**config.mk**
```make
export PLATFORM = sky130hd
export DESIGN_NAME = iob_ram_sp_be_ctrl
export DESIGN_NICKNAME = d
export VERILOG_FILES = /design/src/rtl/iob_ram_sp_be.sv
export SDC_FILE = /design/constraint.sdc
export NUM_CORES = 1
export LEC_CHECK = 0
export BUFFER_PORTS_ARGS = -buffer_cell sky130_fd_sc_hd__buf_2
export CORE_ASPECT_RATIO = 0.6
export CORE_MARGIN = 5
export CORE_UTILIZATION = 39
export CTS_BUF_LIST = sky130_fd_sc_hd__clkbuf_4
export DETAILED_ROUTE_END_ITERATION = 10
export PLACE_DENSITY = 0.82
export SLEW_MARGIN = 40
export SYNTH_ARGS = -nofsm -noshare
export SYNTH_HDL_FRONTEND = slang
export SYNTH_SLANG_ARGS = --single-unit
export TNS_END_PERCENT = 100
```
**constraint.sdc**
```tcl
create_clock -name clk -period 1.5 [get_ports clk]
set_clock_uncertainty 0.15 [all_clocks]
set_input_delay 0.075 -clock clk [delete_from_list [all_inputs] [get_ports clk]]
set_output_delay 0.075 -clock clk [all_outputs]
set_load 0.02 [all_outputs]
```
**src/rtl/iob_ram_sp_be.sv**
```systemverilog
// -----------------------------------------------------------------------------
// iob_ram_sp_be_ctrl
// Front-end controller for a single-port, byte-enable RAM (iob_ram_sp_be).
// Turns a valid/ready native request into RAM en/we/addr/din strobes and
// returns read data with a one-cycle rvalid pulse.
//
// Optional feature: define IOB_RAM_CTRL_INIT_EN to clear every RAM location
// to INIT_VAL after reset, before the first request is accepted.
//
// Ports
//   clk, rst                   clock (rising edge), async active-high reset
//   valid, addr, wdata, wstrb  request bus; wstrb == 0 means read
//   ready                      request accepted when valid & ready
//   rdata, rvalid              read result, qualified by the rvalid pulse
//   busy                       high while the init clear runs
//   ram_en, ram_we, ram_addr,  RAM control/data strobes
//   ram_din
//   ram_dout                   RAM read data, valid one cycle after ram_en
// -----------------------------------------------------------------------------
module iob_ram_sp_be_ctrl #(
   parameter int unsigned       DATA_W   = 32,
   parameter int unsigned       ADDR_W   = 4,
   parameter logic [DATA_W-1:0] INIT_VAL = '0
) (
   input  logic                  clk,
   input  logic                  rst,
   input  logic                  valid,
   input  logic [ADDR_W-1:0]     addr,
   input  logic [DATA_W-1:0]     wdata,
   input  logic [DATA_W/8-1:0]   wstrb,
   output logic                  ready,
   output logic [DATA_W-1:0]     rdata,
   output logic                  rvalid,
   output logic                  busy,
   output logic                  ram_en,
   output logic [DATA_W/8-1:0]   ram_we,
   output logic [ADDR_W-1:0]     ram_addr,
   output logic [DATA_W-1:0]     ram_din,
   input  logic [DATA_W-1:0]     ram_dout
);

   localparam int unsigned STRB_W = DATA_W / 8;

   typedef enum logic [1:0] {
      IDLE = 2'd0,
      INIT = 2'd1,
      RUN  = 2'd2
   } state_t;

   state_t              state_q;
   logic                ready_q;
   logic                rvalid_q;
   logic [DATA_W-1:0]   rdata_q;
   logic                hs;

   // Accepted request; ready_q is only ever high in RUN
   assign hs = valid & ready_q;

`ifdef IOB_RAM_CTRL_INIT_EN
   logic [ADDR_W-1:0] cnt_q;
   logic              busy_q;

   // Control FSM with registered ready/busy and the clear address counter
   always_ff @(posedge clk or posedge rst) begin
      if (rst) begin
         state_q <= IDLE;
         ready_q <= 1'b0;
         busy_q  <= 1'b0;
         cnt_q   <= '0;
      end else begin
         case (state_q)
            IDLE: begin
               state_q <= INIT;
               busy_q  <= 1'b1;
            end
            INIT: begin
               cnt_q <= cnt_q + ADDR_W'(1);
               // Last location written this cycle; counter wraps to 0
               if (&cnt_q) begin
                  state_q <= RUN;
                  busy_q  <= 1'b0;
                  ready_q <= 1'b1;
               end
            end
            RUN: begin
               state_q <= RUN;
            end
            default: begin
               state_q <= IDLE;
               ready_q <= 1'b0;
               busy_q  <= 1'b0;
            end
         endcase
      end
   end

   assign busy = busy_q;

   // RAM strobes: clear sequence during INIT, request pass-through otherwise
   always_comb begin
      ram_en   = hs;
      ram_we   = wstrb & {STRB_W{hs}};
      ram_addr = addr;
      ram_din  = wdata;
      if (state_q == INIT) begin
         ram_en   = 1'b1;
         ram_we   = '1;
         ram_addr = cnt_q;
         ram_din  = INIT_VAL;
      end
   end
`else
   logic unused_init_val;

   // Control FSM: IDLE for one cycle after reset, then RUN until reset
   always_ff @(posedge clk or posedge rst) begin
      if (rst) begin
         state_q <= IDLE;
         ready_q <= 1'b0;
      end else begin
         case (state_q)
            IDLE: begin
               state_q <= RUN;
               ready_q <= 1'b1;
            end
            RUN: begin
               state_q <= RUN;
            end
            default: begin
               state_q <= IDLE;
               ready_q <= 1'b0;
            end
         endcase
      end
   end

   assign busy            = 1'b0;
   assign unused_init_val = ^INIT_VAL;

   // RAM strobes follow the request directly
   always_comb begin
      ram_en   = hs;
      ram_we   = wstrb & {STRB_W{hs}};
      ram_addr = addr;
      ram_din  = wdata;
   end
`endif

   assign ready = ready_q;

   // Read return: pulse one cycle after a read handshake, capture for hold
   always_ff @(posedge clk or posedge rst) begin
      if (rst) begin
         rvalid_q <= 1'b0;
         rdata_q  <= '0;
      end else begin
         rvalid_q <= hs & ~(|wstrb);
         if (rvalid_q) begin
            rdata_q <= ram_dout;
         end
      end
   end

   assign rvalid = rvalid_q;
   // RAM output is live during the pulse; the captured copy holds afterwards
   assign rdata  = rvalid_q ? ram_dout : rdata_q;

endmodule

```
==> metrics, run 1 <==
status=finished, violations left; failing checks=setup timing; fin nets=279; Cells after Synth=119; Die Ht=62.0 µm; # rows=18; fmax=0.609 GHz; GP Congestion=0.774; most common cell after layout, fill and taps aside=buf_2; GRT Total Usage=13.9%; Placed Area=1930 µm²; die footprint=6000 µm²; chip width=96.7 µm; Cell Area, Synth=1760 µm²; share of layout cells above drive strength 1=60.0%; HPWL after detailed placement=2640 µm; Hold Crit Class=input pin to output port; CTS clock-pin slew for the worst setup and hold paths=100 ps; Max Cap Viol=0; # DRC=0; pin count of the biggest net entering global routing=31; fin crit period=1640 ps; input/output buffers=77; Hold Vio Cnt, Final=0; critical path required time=1270 ps; Final Worst Setup Slack=-142 ps; vias=1142; Syn Nets=194; count of final setup violators=32; # clock sinks=35; critical path fanouts, max=16; Pre-Repair DR Iteration Count=2; top cell type by total area after synthesis=dfrtp_1; most frequent cells in the layout=buf_2, dlygate4sd3_1, dfrtp_1; slowest stage delay, CP=460 ps; floorplan core area=4230 µm²; initial antenna violation count=0; CTS Buf Count=5; Netlist cell types=12; crit path DAT=1420 ps; Routed WL=4150 µm; crit path cell chain=buf_12 > mux2_4 > buf_6; Tot Pwr=3.04 mW; Startpoint Class=flip-flop; clk root buf=clkbuf_4; global-route wire length before repair=6490 µm; Synth area leaders=dfrtp_1, mux2_4, buf_4; CTS H-tree lvls=2; power per standard cell area=1180 nW/µm²; CP endpoint kind=output port; syn_area_per_cell=14.8 µm²; later-pin clock latency in the skew report=320 ps; Leak Pwr=1.27 nW; total gr overflow=0; Antenna Cells=0; RSZ-0062 raised after global routing=yes; Area growth syn-to-layout=46.3%; WHS=0.0262 ps; Synth top area share=49.8%; initial DRC count=9; Peak VDD IR=0.493 mV; CTS tree=done; routed via count divided by cell count=4.31; post-synthesis sequential area ratio=49.8%; Max Slew Vio Count=0; routed length per instance=15.7 µm; I/O Pins=151; clk buf depth=2; post-route antenna net violation count=0; vias in the first global route=1304; Yosys warning count=0; Slowest-stage cell, CP=dfrtp_2; Setup Crit Path Kind=flip-flop to output port; Starting Density=41.5%; post-route cell area=2570 µm²; FF+latch count, synth=35; fin crit share=109%
-- worst max-delay path, delay by kind of cell (launching register included) --
kind | cells | cell delay (ps)
buf+inv | 2 | 320
mux | 1 | 320
flops | 1 | 460
-- cells in the mapped netlist --
cell type and count:
buf_12 3, conb_1 2, and2_1 2, inv_1 1, dfrtp_1 35, buf_4 37, nand2b_1 1, and3_1 4
mux2_4 30, buf_6 1, mux2_2 2, nor4_1 1
-- where the power goes --
group          switching [mW]  internal (mW)  leakage (nW)
combinational           0.578          0.743         0.812
sequential             0.0607           1.14         0.425
clock                   0.293          0.219        0.0361
-- worst paths after layout --
path / cells past startpoint / start / endpoint / slack (ps)
max: 3 / rvalid / rdata[4] / -140
min: 0 / wdata[11] / ram_din[11] / 0.03
max reg2reg: 2 / rvalid / rdata_q[4] / 280
min reg2reg: 1 / state_q[1] / ready / 270
max in group asynchronous: 4 / rst / rvalid / 680
min in group asynchronous: 3 / rst / rdata_q[4] / 80
-- timing repair --
action,CTS,global route
hold endpoints to repair,68,1
hold buffers,36,3
setup buffers,1,0
setup endpoints to repair,32,33
gates resized for setup,54,8
-- area by class of cell --
| class | instances | area, µm² |
|---|---|---|
| Timing Repair Buffer | 119 | 1020 |
| Inverter | 1 | 3.75 |
| Multi-Input combinational cell | 42 | 537 |
| Clock inverter | 1 | 5.00 |
| Sequential cell | 35 | 877 |
| Fill cell | 332 | 1660 |
| Tap cell | 60 | 75.1 |
| Clock buffer | 7 | 52.6 |
-- per-stage QoR --
stage	cells	setup WS (ps)	TNS (ps)	util, %
after global placement	218	178	0	45.6
final	265	-142	-4130	60.8
after detailed placement	218	161	0	45.6
after CTS	263	-183	-5030	59.6
after floorplan	119	119	0	-
after global routing	265	-198	-6030	60.8
-- metal layers --
metal	part of all wire (%)	up-vias	track usage, %
met1	42	544	15.5
met5	0	-	0
met3	8.7	12	6.47
met2	48	65	24.4
li1	-	521	-
met4	1.6	0	4.80
-- cell families (layout without fill, tap and decap cells) --
| logic type | after synthesis | after routing | share of synthesized area [%] |
|---|---|---|---|
| muxes | 32 | 32 | 26.9 |
| and+or+nand+nor | 8 | 8 | 2.85 |
| other | 2 | 2 | 0.427 |
| DFF | 35 | 35 | 49.8 |
| buffers and inverters | 42 | 128 | 20.1 |
-- sequential cells by signal, indices dropped and copies added (netlist names) --
name / cells
rdata_q: 32
ready: 1
state_q: 1
rvalid: 1
(Power assumes the default switching activity.)
==> run 2: changes to the inputs <==
==> constraint.sdc (replaced) <==
create_clock -name clk -period 1.5 [get_ports clk]
set_clock_uncertainty 0.15 [all_clocks]
set_input_delay 0.15 -clock clk [delete_from_list [all_inputs] [get_ports clk]]
set_output_delay 0.15 -clock clk [all_outputs]
set_load 0.02 [all_outputs]
==> run 2 against run 1 <==
- the run ends with hold timing, setup timing left
- total power fell by 2.2%
- final area fell by 9.0%
- clock-buffer cell count did not move
- largest cell class is now sequential cells
- via count fell by 7.4%
- non-clock buffer count fell by 22
- routed wire length fell by 7.6%
- critical path depth did not move
- sequential share of layout area rose by 3.4 points
- cell count fell by 8.3%
- core utilization fell by 5.5 points
- clock power fell by 1%
- flip-flop and latch count did not move
==> metrics, run 2 (synthesis gave the netlist of run 1 again) <==
Inst Count DP=218; routed length per instance=15.8 µm; Setup Crit Path Kind=flip-flop to output port; initial antenna violation count=0; Clk pwr share=17.1%; floorplan core area=4230 µm²; count of final setup violators=32; vias in the first global route=1187; max FFs per register=32; Tot Pwr=2.97 mW; critical path fanouts, max=14; CTS clock-pin slew for the worst setup and hold paths=100 ps; area of the multi-input gates=531 µm²; WHS=-83.8 ps; fin crit share=114%; crit path cell chain=buf_12 > mux2_4 > buf_2; RSZ-0062 raised after global routing=yes; crit path DAT=1420 ps; CP endpoint kind=output port; later-pin clock latency in the skew report=320 ps; crit path from=rvalid; Leak Pwr=1.18 nW; clk root buf=clkbuf_4; HPWL after detailed placement=2640 µm; Pint=2.06 mW; Net Sw Frac=30.7%; most common cell after layout, fill and taps aside=buf_2; most frequent cells in the layout=buf_2, dfrtp_1, mux2_4; critical path required time=1200 ps; pin count of the biggest net entering global routing=31; Antenna Cells=0; # rows=18; initial DRC count=4; Final Worst Setup Slack=-217 ps; fmax=0.582 GHz; Starting Density=41.5%; CTS H-tree lvls=2; GP Congestion=0.774; global-route wire length before repair=5930 µm; Critical R2R Launch=rvalid; Logic pwr share=42.4%; Pre-Repair DR Iteration Count=3; critical path buffer and inverter count=2; fin cells=243; slowest stage delay, CP=460 ps; status=finished, violations left; Peak VDD IR=0.433 mV; routed via count divided by cell count=4.35; fin nets=257; Reg area=877 µm²; NetSw=0.911 mW; fin crit period=1720 ps; Slowest-stage cell, CP=dfrtp_2; power per standard cell area=1270 nW/µm²; chip width=96.7 µm; I/O Pins=151; CP top delay family=flip-flops; Core Util, Final=55.3%; # clock sinks=35; Hold Vio Cnt, Final=21; Die Ht=62.0 µm; dpl ws=86.4 ps; die footprint=6000 µm²; Hold Crit Class=input pin to flip-flop; clk buf depth=2; Sequential Power Share=40.5%; Worst Hold Launch=ram_dout[12]; Max Cap Viol=0; largest register by flop count=rdata_q; vias=1057; # DRC=0; input/output buffers=77; CTS Buf Count=5; post-route antenna net violation count=0; failing checks=hold timing, setup timing; total gr overflow=0; Hold Buf Count CTS=16; CTS tree=done; number of fill cells=351; share of layout cells above drive strength 1=66.7%; Max Slew Vio Count=0; Area growth syn-to-layout=33.1%; GRT Total Usage=12.9%; Routed WL=3840 µm; Startpoint Class=flip-flop
==> run 2: changes by cell type in the layout (fill, tap and decap cells not counted), sizes merged <==
| cell | before | now |
|---|---|---|
| dlygate4sd3 | 38 | 16 |
==> run 2: worst register-to-register path: stages, from the launching register on <==
cell and delay [ps]:
dfrtp_2 460, buf_12 180, mux2_4 320
==> run 2: per-stage QoR <==
stage / TNS, ps / cell area (µm²)
6_report: -6500 / 2340
5_1_grt: -8460 / 2340
4_1_cts: -7430 / 2320
3_5_place_dp: 0 / 1930
3_3_place_gp: 0 / 1930
2_1_floorplan: 0 / 1760
==> run 2: power groups by stage <==
stage	logic (mW)	registers (mW)	clock network (mW)
2_1_floorplan	0.814	1.20	0
3_3_place_gp	0.940	1.22	0
3_5_place_dp	0.960	1.22	0
4_1_cts	1.24	1.21	0.534
5_1_grt	1.33	1.22	0.584
6_report	1.26	1.20	0.507
==> run 2: final cells by class <==
class	instances	share of cell area (%)
inverters	1	0.160
repair buffers	97	34.0
well taps	60	3.21
flip-flops and latches	35	37.5
clock inverters	1	0.214
multi-input cells	42	22.7
clock buffers	7	2.24
==> run 2: metal layers <==
metal	part of all wire (%)	vias to the layer above	track usage (%)
li1	-	477	-
met2	48	65	22.3
met1	41	503	14.1
met3	9.7	12	6.58
met4	1.7	0	4.80
met5	0	-	0
==> run 2: timing repair <==
action | 4_1_cts | 5_1_grt
buffers inserted | 1 | 0
gates resized for setup | 54 | 5
pin swaps | 0 | 0
setup endpoints to repair | 32 | 32
endpoints found under the hold margin | 68 | 21
==> run 2: final timing paths <==
kind	to	slack [ps]	depth (start not counted)
max	rdata[12]	-220	3
min	rdata_q[12]	-80	2
max reg2reg	rdata_q[28]	280	2
min reg2reg	ready	270	1
max in group asynchronous	rvalid	600	4
min in group asynchronous	rdata_q[4]	160	3
